`src/rtl/seven_segment_scan_ctrl.sv`:
```
`default_nettype none
// +--------------------------------------------------------------------------+
// | Module      : seven_segment_scan_ctrl                                    |
// | Description : Time-multiplexed 7-segment scanner. NUM_DIGITS BCD digits  |
// |               share one segment bus, with a blanking gap before every    |
// |               digit. Loads are double-buffered (pending -> shadow) and   |
// |               only take effect at the frame wrap, so a frame never tears.|
// | Option      : SEVEN_SEGMENT_SCAN_BRIGHTNESS_EN adds a 4-bit brightness   |
// |               input that PWM-gates the DRIVE window.                     |
// | Revision    : 1.0 - initial release                                      |
// +--------------------------------------------------------------------------+
module seven_segment_scan_ctrl #(
   parameter int NUM_DIGITS   = 4,
   parameter int DWELL_CYCLES = 1000,
   parameter int BLANK_CYCLES = 16
) (
   input  logic                    clk,
   input  logic                    reset,
   input  logic [4*NUM_DIGITS-1:0] digits_in,
   input  logic                    load_valid,
`ifdef SEVEN_SEGMENT_SCAN_BRIGHTNESS_EN
   input  logic [3:0]              brightness,
`endif
   output logic                    load_ready,
   output logic [6:0]              seg_out,
   output logic [NUM_DIGITS-1:0]   digit_en,
   output logic                    frame_tick
);

   localparam int c_IDX_W   = $clog2(NUM_DIGITS);
   localparam int c_MAX_CYC = (DWELL_CYCLES > BLANK_CYCLES) ? DWELL_CYCLES : BLANK_CYCLES;
   localparam int c_TMR_W   = $clog2(c_MAX_CYC) + 1;

   localparam logic [c_TMR_W-1:0] c_DWELL_LAST = c_TMR_W'(DWELL_CYCLES - 1);
   localparam logic [c_TMR_W-1:0] c_BLANK_LAST = c_TMR_W'(BLANK_CYCLES - 1);
   localparam logic [c_IDX_W-1:0] c_IDX_LAST   = c_IDX_W'(NUM_DIGITS - 1);

   typedef enum logic [0:0] {
      ST_BLANK = 1'b0,
      ST_DRIVE = 1'b1
   } state_t;

   state_t                  r_state, w_state_nxt;
   logic [c_IDX_W-1:0]      r_idx, w_idx_nxt;
   logic [c_TMR_W-1:0]      r_timer, w_timer_nxt;
   logic [4*NUM_DIGITS-1:0] r_shadow, w_shadow_nxt;
   logic [4*NUM_DIGITS-1:0] r_pending, w_pending_nxt;
   logic                    r_load_ready, w_ready_nxt;
   logic [6:0]              r_seg, w_seg_nxt;
   logic [NUM_DIGITS-1:0]   r_digit_en, w_en_nxt;
   logic                    r_frame_tick;
   logic                    w_wrap;
   logic                    w_drive_entry;
   logic                    w_accept;
   logic                    w_lit;
   logic [3:0]              w_nibble;

`ifdef SEVEN_SEGMENT_SCAN_BRIGHTNESS_EN
   logic [3:0]              r_pwm, w_pwm_nxt;
   logic [3:0]              r_bright, w_bright_nxt;
`endif

   // BCD to {g,f,e,d,c,b,a}; non-decimal codes blank the digit
   function automatic logic [6:0] f_decode(input logic [3:0] val);
      case (val)
         4'd0:    f_decode = 7'b0111111;
         4'd1:    f_decode = 7'b0000110;
         4'd2:    f_decode = 7'b1011011;
         4'd3:    f_decode = 7'b1001111;
         4'd4:    f_decode = 7'b1100110;
         4'd5:    f_decode = 7'b1101101;
         4'd6:    f_decode = 7'b1111101;
         4'd7:    f_decode = 7'b0000111;
         4'd8:    f_decode = 7'b1111111;
         4'd9:    f_decode = 7'b1101111;
         default: f_decode = 7'b0000000;
      endcase
   endfunction

   // Next-state, handshake and next-output logic; outputs are computed from
   // next-state values so the registered outputs line up with the state
   always_comb begin
      w_state_nxt   = r_state;
      w_idx_nxt     = r_idx;
      w_timer_nxt   = r_timer + 1'b1;
      w_wrap        = 1'b0;
      w_drive_entry = 1'b0;

      case (r_state)
         ST_BLANK: begin
            if (r_timer == c_BLANK_LAST) begin
               w_state_nxt   = ST_DRIVE;
               w_timer_nxt   = '0;
               w_drive_entry = 1'b1;
            end
         end
         ST_DRIVE: begin
            if (r_timer == c_DWELL_LAST) begin
               w_state_nxt = ST_BLANK;
               w_timer_nxt = '0;
               if (r_idx == c_IDX_LAST) begin
                  w_idx_nxt = '0;
                  w_wrap    = 1'b1;
               end else begin
                  w_idx_nxt = r_idx + 1'b1;
               end
            end
         end
         default: begin
            w_state_nxt = ST_BLANK;
            w_timer_nxt = '0;
            w_idx_nxt   = '0;
         end
      endcase

      // load_ready low means pending holds a value waiting for the wrap
      w_accept      = load_valid && r_load_ready;
      w_shadow_nxt  = r_shadow;
      w_pending_nxt = r_pending;
      w_ready_nxt   = r_load_ready;
      if (w_wrap) begin
         if (w_accept) begin
            w_shadow_nxt = digits_in;
         end else if (!r_load_ready) begin
            w_shadow_nxt = r_pending;
         end
         w_ready_nxt = 1'b1;
      end else if (w_accept) begin
         w_pending_nxt = digits_in;
         w_ready_nxt   = 1'b0;
      end

      w_nibble = 4'd0;
      for (int i = 0; i < NUM_DIGITS; i++) begin
         if (w_idx_nxt == c_IDX_W'(i)) begin
            w_nibble = w_shadow_nxt[4*i +: 4];
         end
      end

`ifdef SEVEN_SEGMENT_SCAN_BRIGHTNESS_EN
      w_bright_nxt = w_drive_entry ? brightness : r_bright;
      if (w_drive_entry || (w_state_nxt != ST_DRIVE)) begin
         w_pwm_nxt = 4'd0;
      end else begin
         w_pwm_nxt = (r_pwm == 4'd14) ? 4'd0 : r_pwm + 4'd1;
      end
      w_lit = (w_state_nxt == ST_DRIVE) && (w_pwm_nxt < w_bright_nxt);
`else
      w_lit = (w_state_nxt == ST_DRIVE);
`endif

      w_seg_nxt = w_lit ? f_decode(w_nibble) : 7'd0;
      w_en_nxt  = w_lit ? (NUM_DIGITS'(1) << w_idx_nxt) : '0;
   end

   // State, buffers and registered outputs
   always_ff @(posedge clk) begin
      if (reset) begin
         r_state      <= ST_BLANK;
         r_idx        <= '0;
         r_timer      <= '0;
         r_shadow     <= '0;
         r_pending    <= '0;
         r_load_ready <= 1'b1;
         r_seg        <= 7'd0;
         r_digit_en   <= '0;
         r_frame_tick <= 1'b0;
      end else begin
         r_state      <= w_state_nxt;
         r_idx        <= w_idx_nxt;
         r_timer      <= w_timer_nxt;
         r_shadow     <= w_shadow_nxt;
         r_pending    <= w_pending_nxt;
         r_load_ready <= w_ready_nxt;
         r_seg        <= w_seg_nxt;
         r_digit_en   <= w_en_nxt;
         r_frame_tick <= w_wrap;
      end
   end

`ifdef SEVEN_SEGMENT_SCAN_BRIGHTNESS_EN
   // PWM phase and brightness latched for the current dwell
   always_ff @(posedge clk) begin
      if (reset) begin
         r_pwm    <= 4'd0;
         r_bright <= 4'd0;
      end else begin
         r_pwm    <= w_pwm_nxt;
         r_bright <= w_bright_nxt;
      end
   end
`endif

   assign load_ready = r_load_ready;
   assign seg_out    = r_seg;
   assign digit_en   = r_digit_en;
   assign frame_tick = r_frame_tick;

endmodule
`default_nettype wire

```
`config.mk`:
```
export PLATFORM = sky130hd
export DESIGN_NAME = seven_segment_scan_ctrl
export DESIGN_NICKNAME = d
export VERILOG_FILES = /design/src/rtl/seven_segment_scan_ctrl.sv
export SDC_FILE = /design/constraint.sdc
export NUM_CORES = 1
export LEC_CHECK = 0
export CAP_MARGIN = 10
export CORE_MARGIN = 2
export CORE_UTILIZATION = 40
export DETAILED_ROUTE_END_ITERATION = 8
export PLACE_DENSITY = 0.6
export SLEW_MARGIN = 10
export SYNTH_ARGS = -nofsm -noshare
export SYNTH_HDL_FRONTEND = slang
export SYNTH_SLANG_ARGS = --single-unit
```
`constraint.sdc`:
```
create_clock -name clk -period 3.4 [get_ports clk]
set_input_delay 1.02 -clock clk [delete_from_list [all_inputs] [get_ports clk]]
set_output_delay 1.02 -clock clk [all_outputs]
set_load 0.01 [all_outputs]
```
After elaboration in Yosys (flattened, before gate mapping)
Memories as Yosys holds them, arrays and structs flattened. A register that Yosys moved wholly into a read port is not among the register bits.
Cells that the tools add are included.
{ "word_totals": {"out_inout_bits": 13, "memories": 1, "reg_bits": 52, "rom_bits": 112} }
{ "memory_table": {"columns": ["name", "words", "width", "rd", "rd_ports_with_merged_regs", "wr", "line_no", "text"], "rows": [
  ["(name not given)", 16, 7, 1, 1, 0, "65", "case (val)"]
]} }
{ "op_classes": {"mux": 19, "shift": 1, "eq_ne": 6, "bitwise": 3, "add_sub_neg": 2, "n_reduce_logical": 5} }
{ "ops": {"columns": ["op", "count"], "rows": [
  ["two-way mux 16 bit", 3],
  ["two-way mux 11 bit", 2],
  ["case mux 11 bit (2 select lines)", 1],
  ["two-way mux 4 bit", 4],
  ["adder 11 x 1 -> 11 bit, second input constant", 1],
  ["== test 11 x 10 -> 1 bit, second input constant", 1],
  ["== test 11 x 4 -> 1 bit, second input constant", 1],
  ["== test 2 bit, second input constant", 3],
  ["two-way mux 2 bit", 3],
  ["two-way mux 1 bit", 5],
  ["OR reduction 2 bit", 2],
  ["left shift 1 x 2 -> 4 bit, first input constant", 1],
  ["NOT 1 bit", 3],
  ["adder 2 x 1 -> 2 bit, second input constant", 1],
  ["== test 2 x 1 -> 1 bit, second input constant", 1],
  ["logical NOT 2 bit", 1],
  ["case mux 1 bit (2 select lines)", 1],
  ["AND reduction 2 bit", 1],
  ["logical AND 1 bit", 1]
]} }

Longest topological paths before layout
{ "depth": {"depth_word": 9, "depth_mapped": 14} }

Least setup slack after synthesis
No wires, ideal clock.
{ "synth_path": {"path_type": "input to register", "start": "in load_valid", "end": "reg r_seg[3], in the netlist seg_out[3]", "setup_time_ns": 0.093, "path_buffers": 2, "required_ns": 3.307, "path_stages": 10, "setup_slack_ns": 0.159, "t_arrival_ns": 3.148, "path_cell_list": "buf_2 -> and2_1 -> clkbuf_1 -> a32o_1 -> a211oi_1 -> mux2i_1 -> mux2i_1 -> inv_1 -> ha_1 -> o32ai_1"} }
{ "synth_via": {"elab_chain_len": 7} }
{ "synth_lines": {"columns": ["element", "line_no", "text"], "rows": [
  ["start, declared", "20", "input logic load_valid,"],
  ["logical AND 1 bit *", "117", "w_accept = load_valid && r_load_ready;"],
  ["two-way mux 16 bit *", "122", "if (w_accept) begin"],
  ["two-way mux 16 bit *", "121", "if (w_wrap) begin"],
  ["two-way mux 4 bit (3 in a row)", "135", "if (w_idx_nxt == c_IDX_W'(i)) begin"],
  ["two-way mux 4 bit *", "135", null],
  ["end, declared", "49", "logic [6:0] r_seg, w_seg_nxt;"]
]} }
Mark *: on every way between the ends. The rest lies on a longest branch, timed or not.
A chain may end at the register's enable or synchronous reset.

Worst setup path after layout
{ "layout_path": {"start": "in load_valid", "end": "reg r_seg[4], in the netlist seg_out[4]"} }
Same word-level chain as after synthesis.

==> summary.md <==
| Metric | Value |
|---|---|
| First-pass GRT wire length | 10.63 mm |
| Family with the most delay on the worst path | compound AO/OA/AOI/OAI gates |
| Run status | finished, final reports clean |
| WS Path Type | in2reg |
| Post-route cell area | between 3000 and 4000 sq um |
| Post-synth EDFFs | 0 |
| Slew Viols, Final | 0 |
| Final nets | about 390 |
| Via Count | about 2400 |
| Congestion Overflow GR | 0 |
| Port Buf Inserts | 31 |
| DR iter-0 viols | 145 |
| Placed Instances | 443 |
| MaxCap Viol Count | 0 |
| Worst-Margin Slew | 0.6396 ns |
| Fmax | just over 300 MHz |
| Dpl ws | -0.2054 ns |
| Static Leak | around 0.0014 uW |
| DR vias/cell | a little over 5 |
| Final hold vios | 0 |
| Setup violators final | 0 |
| Fin util | 51.71% |
| Synth Area in XOR/XNOR | under 10% |
| Slowest cell delay on critical path | 0.48 ns |
| Post-synth top cells | dfxtp_1, nand2_1, nor2_1 |
| Final period util | roughly 95% |
| Initial antenna violation count | 0 |
| Final min period | around 3.2 ns |
| Post-cts sizing count | 0 |
| Most frequent CP cell | mux2i_1 |
| Arrival @ worst endpoint | 3.50 ns |
| N_diodes | 0 |
| Cts bufs inserted | 9 |
| CTS tree | built |
| Seq/Total Area, Yosys | approximately two fifths |
| Synthesis-stage register bit count | between 50 and 60 |
| Main combinational cell family by area after synthesis | simple AND/OR/NAND/NOR gates |
| Setup Fix Bufs, Post-CTS | 0 |
| Gpl congestion | ~0.79 |
| Final ANT Viol Nets | 0 |
| Largest cells by area after synthesis | dfxtp_1, nand2_1, nor2_1, a32o_1, nor3b_1 |
| I/O pin total | 32 |
| Skew-Pair Late Insertion Delay | 0.34 ns |
| Startpoint Class | input pin |
| Layout cells sized above 1 | roughly 17% |
| Total die area | 7837 sq um |
| Final worst setup slack | 0.1612 ns |
| Synthesized-area fraction occupied by adder cells | under 10% |
| Clock Sinks | between 50 and 60 |
| Synthesized area per cell | 9.130 sq um |
| Crit path buf inv count | 2 |
| Pre-Repair DR Iteration Count | 4 |
| Mux contribution to synthesized area | approximately 7.7% |
| Per-cell routed wire length | about 14 um |
| Pwr Density | about 400 nW/um^2 |
| Crit path capture type | flop |
| Initial core utilization | between 40% and 50% |
| Req. time, crit path | approximately 3.7 ns |
| Post-synthesis simple-gate area fraction | between 20% and 30% |
| Placed Area | between 3000 and 4000 sq um |
| Slowest CP cell | clkdlybuf4s50_1 |
| Ys flop type | dfxtp_1 |
| Post-Layout Cell Count | ~460 |
| Area Growth Syn to Fin | 24.30% |
| Placeable Area | 6869 sq um |
| Largest net degree at the start of global routing | 39 |
| Cell Area, Synth | about 2900 sq um |
| Final WL | approximately 6.4 mm |
| Top-area cell type share of the netlist area | 41.33% |
| Post-synthesis compound-gate area fraction | about 17% |
| Vias in the first global route | roughly 2200 |
| Asr flop ratio synth | 0% |
| Tot GR Track Use | approximately 18% |
| Worst relative slew slack | between 50 and 60% |
| Max VDD drop | around 200 uV |
| Clk_skew | between 0.005 and 0.006 ns |
| GRT busiest layer | met2 |
| Crit Path Max Fanout | 10 |
| Critical path cell sequence | clkdlybuf4s50_1 > and2_2 > a32o_1 > a211oi_1 > mux2i_1 > mux2i_1 > buf_4 > ha_1 > nor2_1 > a22oi_1 > o211ai_1 > a21oi_1 |
| Die Span Y | between 80 and 90 um |
| Largest area contributor in the netlist | dfxtp_1 |
| Syn Inst Count | approximately 310 |
| # H-tree levels | 3 |
| Die X-Extent | just under 90 um |
| Worst-path clk slew | approximately 0.060 ns |
| Flop-to-flop setup slack | 0.49 ns |
| GRT met3 Usage | approximately 3.9% |
| Cell Rows | 30 |
| DRC viols | 0 |
| GR Util met1 | roughly a quarter |
| RSZ-0062 raised after global routing | false |
| Worst min path class | reg2reg |
| Met2 GRT Util | between 20 and 30% |
| Hold Buf Count CTS | 0 |
| CTS Root Cell | clkbuf_8 |
| Dpl hpwl | roughly 4.4 mm |
| Netlist cell types | 47 |
| Synth warn | 0 |
| Top-count cell post-synth | dfxtp_1 |
| Syn Nets | 340 |
| CTS Buffer Depth | 2 |
worst min-delay path, delay by kind of cell, from the launching register on:
| family | cells | cell delay, ns |
|---|---|---|
| flip-flops | 1 | 0.30 |
| AO/OA/AOI/OAI | 1 | 0.05 |
| AND/OR/NAND/NOR | 1 | 0.05 |
per-stage QoR:
step | hold WS [ns] | total power [uW] | setup TNS (ns)
2_1_floorplan | 0.4298 | 776.7 | 0
3_3_place_gp | 0.4393 | 823.0 | -0.4245
3_5_place_dp | 0.4420 | 824.2 | -0.6698
4_1_cts | 0.4520 | 1410 | 0
5_1_grt | 0.4654 | 1455 | 0
6_report | 0.4499 | 1393 | 0
registers in the layout, summed over array words and instances, names as in the netlist, 2 cells and up:
| signal | flops |
|---|---|
| r_shadow | 16 |
| r_pending | 16 |
| r_idx | 2 |
| digit_en | 4 |
| r_timer | 11 |
| seg_out | 7 |
where the power goes:
part | total [uW] | internal (uW) | switching [uW]
sequential | 716 | 706 | 10.5
combinational | 91.8 | 44.3 | 47.5
clock | 585 | 318 | 267
worst paths after layout:
check                     from           end  depth (start not counted)
setup / recovery    load_valid    seg_out[4]                         12
hold / removal    r_pending[5]  r_pending[5]                          2
setup reg to reg    r_timer[0]    seg_out[4]                         14
hold reg to reg   r_pending[5]  r_pending[5]                          2
routing by layer:
layer	vias to the layer above	wire, um	share of wire [%]
li1	1198	-	-
met1	1110	3229	50
met2	44	2837	44
met3	11	212	3.3
met4	0	116	1.8
met5	-	0	0
cells by family after synthesis:
logic type | after synthesis
AO/OA/AOI/OAI | 63
multiplexers | 17
buffers and inverters | 29
adder cells (fa/ha/maj) | 8
flip-flops | 59
AND/OR/NAND/NOR | 127
XOR/XNOR | 10
layout make-up:
class,count,area (sq um)
inverters,9,33.78
repair buffers,54,483.0
clock buffers,13,168.9
well taps,96,120.1
multi-input cells,225,1555
flip-flops and latches,59,1181
clock inverters,2,10.01
fillers,646,3317
cell usage in the layout, fill, tap and decap left out, drive strengths merged:
| cell type | n |
|---|---|
| dfxtp | 59 |
| nand2 | 42 |
| nor2 | 37 |
| clkdlybuf4s50 | 31 |
| buf | 23 |
| a21oi | 20 |
| mux2i | 15 |
| nor3b | 14 |
| clkbuf | 13 |
| a32o | 12 |
| a211oi | 12 |
| inv | 9 |
| nand3 | 8 |
| ha | 8 |
| nor2b | 6 |
| xnor2 | 6 |
| nand2b | 4 |
| o22ai | 4 |
| a221oi | 4 |
| xor2 | 4 |
| o32ai | 4 |
| and3 | 3 |
| and2 | 3 |
| nor3 | 2 |
| a21o | 2 |
| clkinv | 2 |
| and4 | 2 |
| nand4 | 2 |
| mux2 | 2 |
| o21ai | 2 |
| and2b | 1 |
| and4bb | 1 |
| nor4b | 1 |
| a31oi | 1 |
| or3 | 1 |
| a22oi | 1 |
| o211ai | 1 |
No activity file was read; power rests on OpenSTA's default activity.
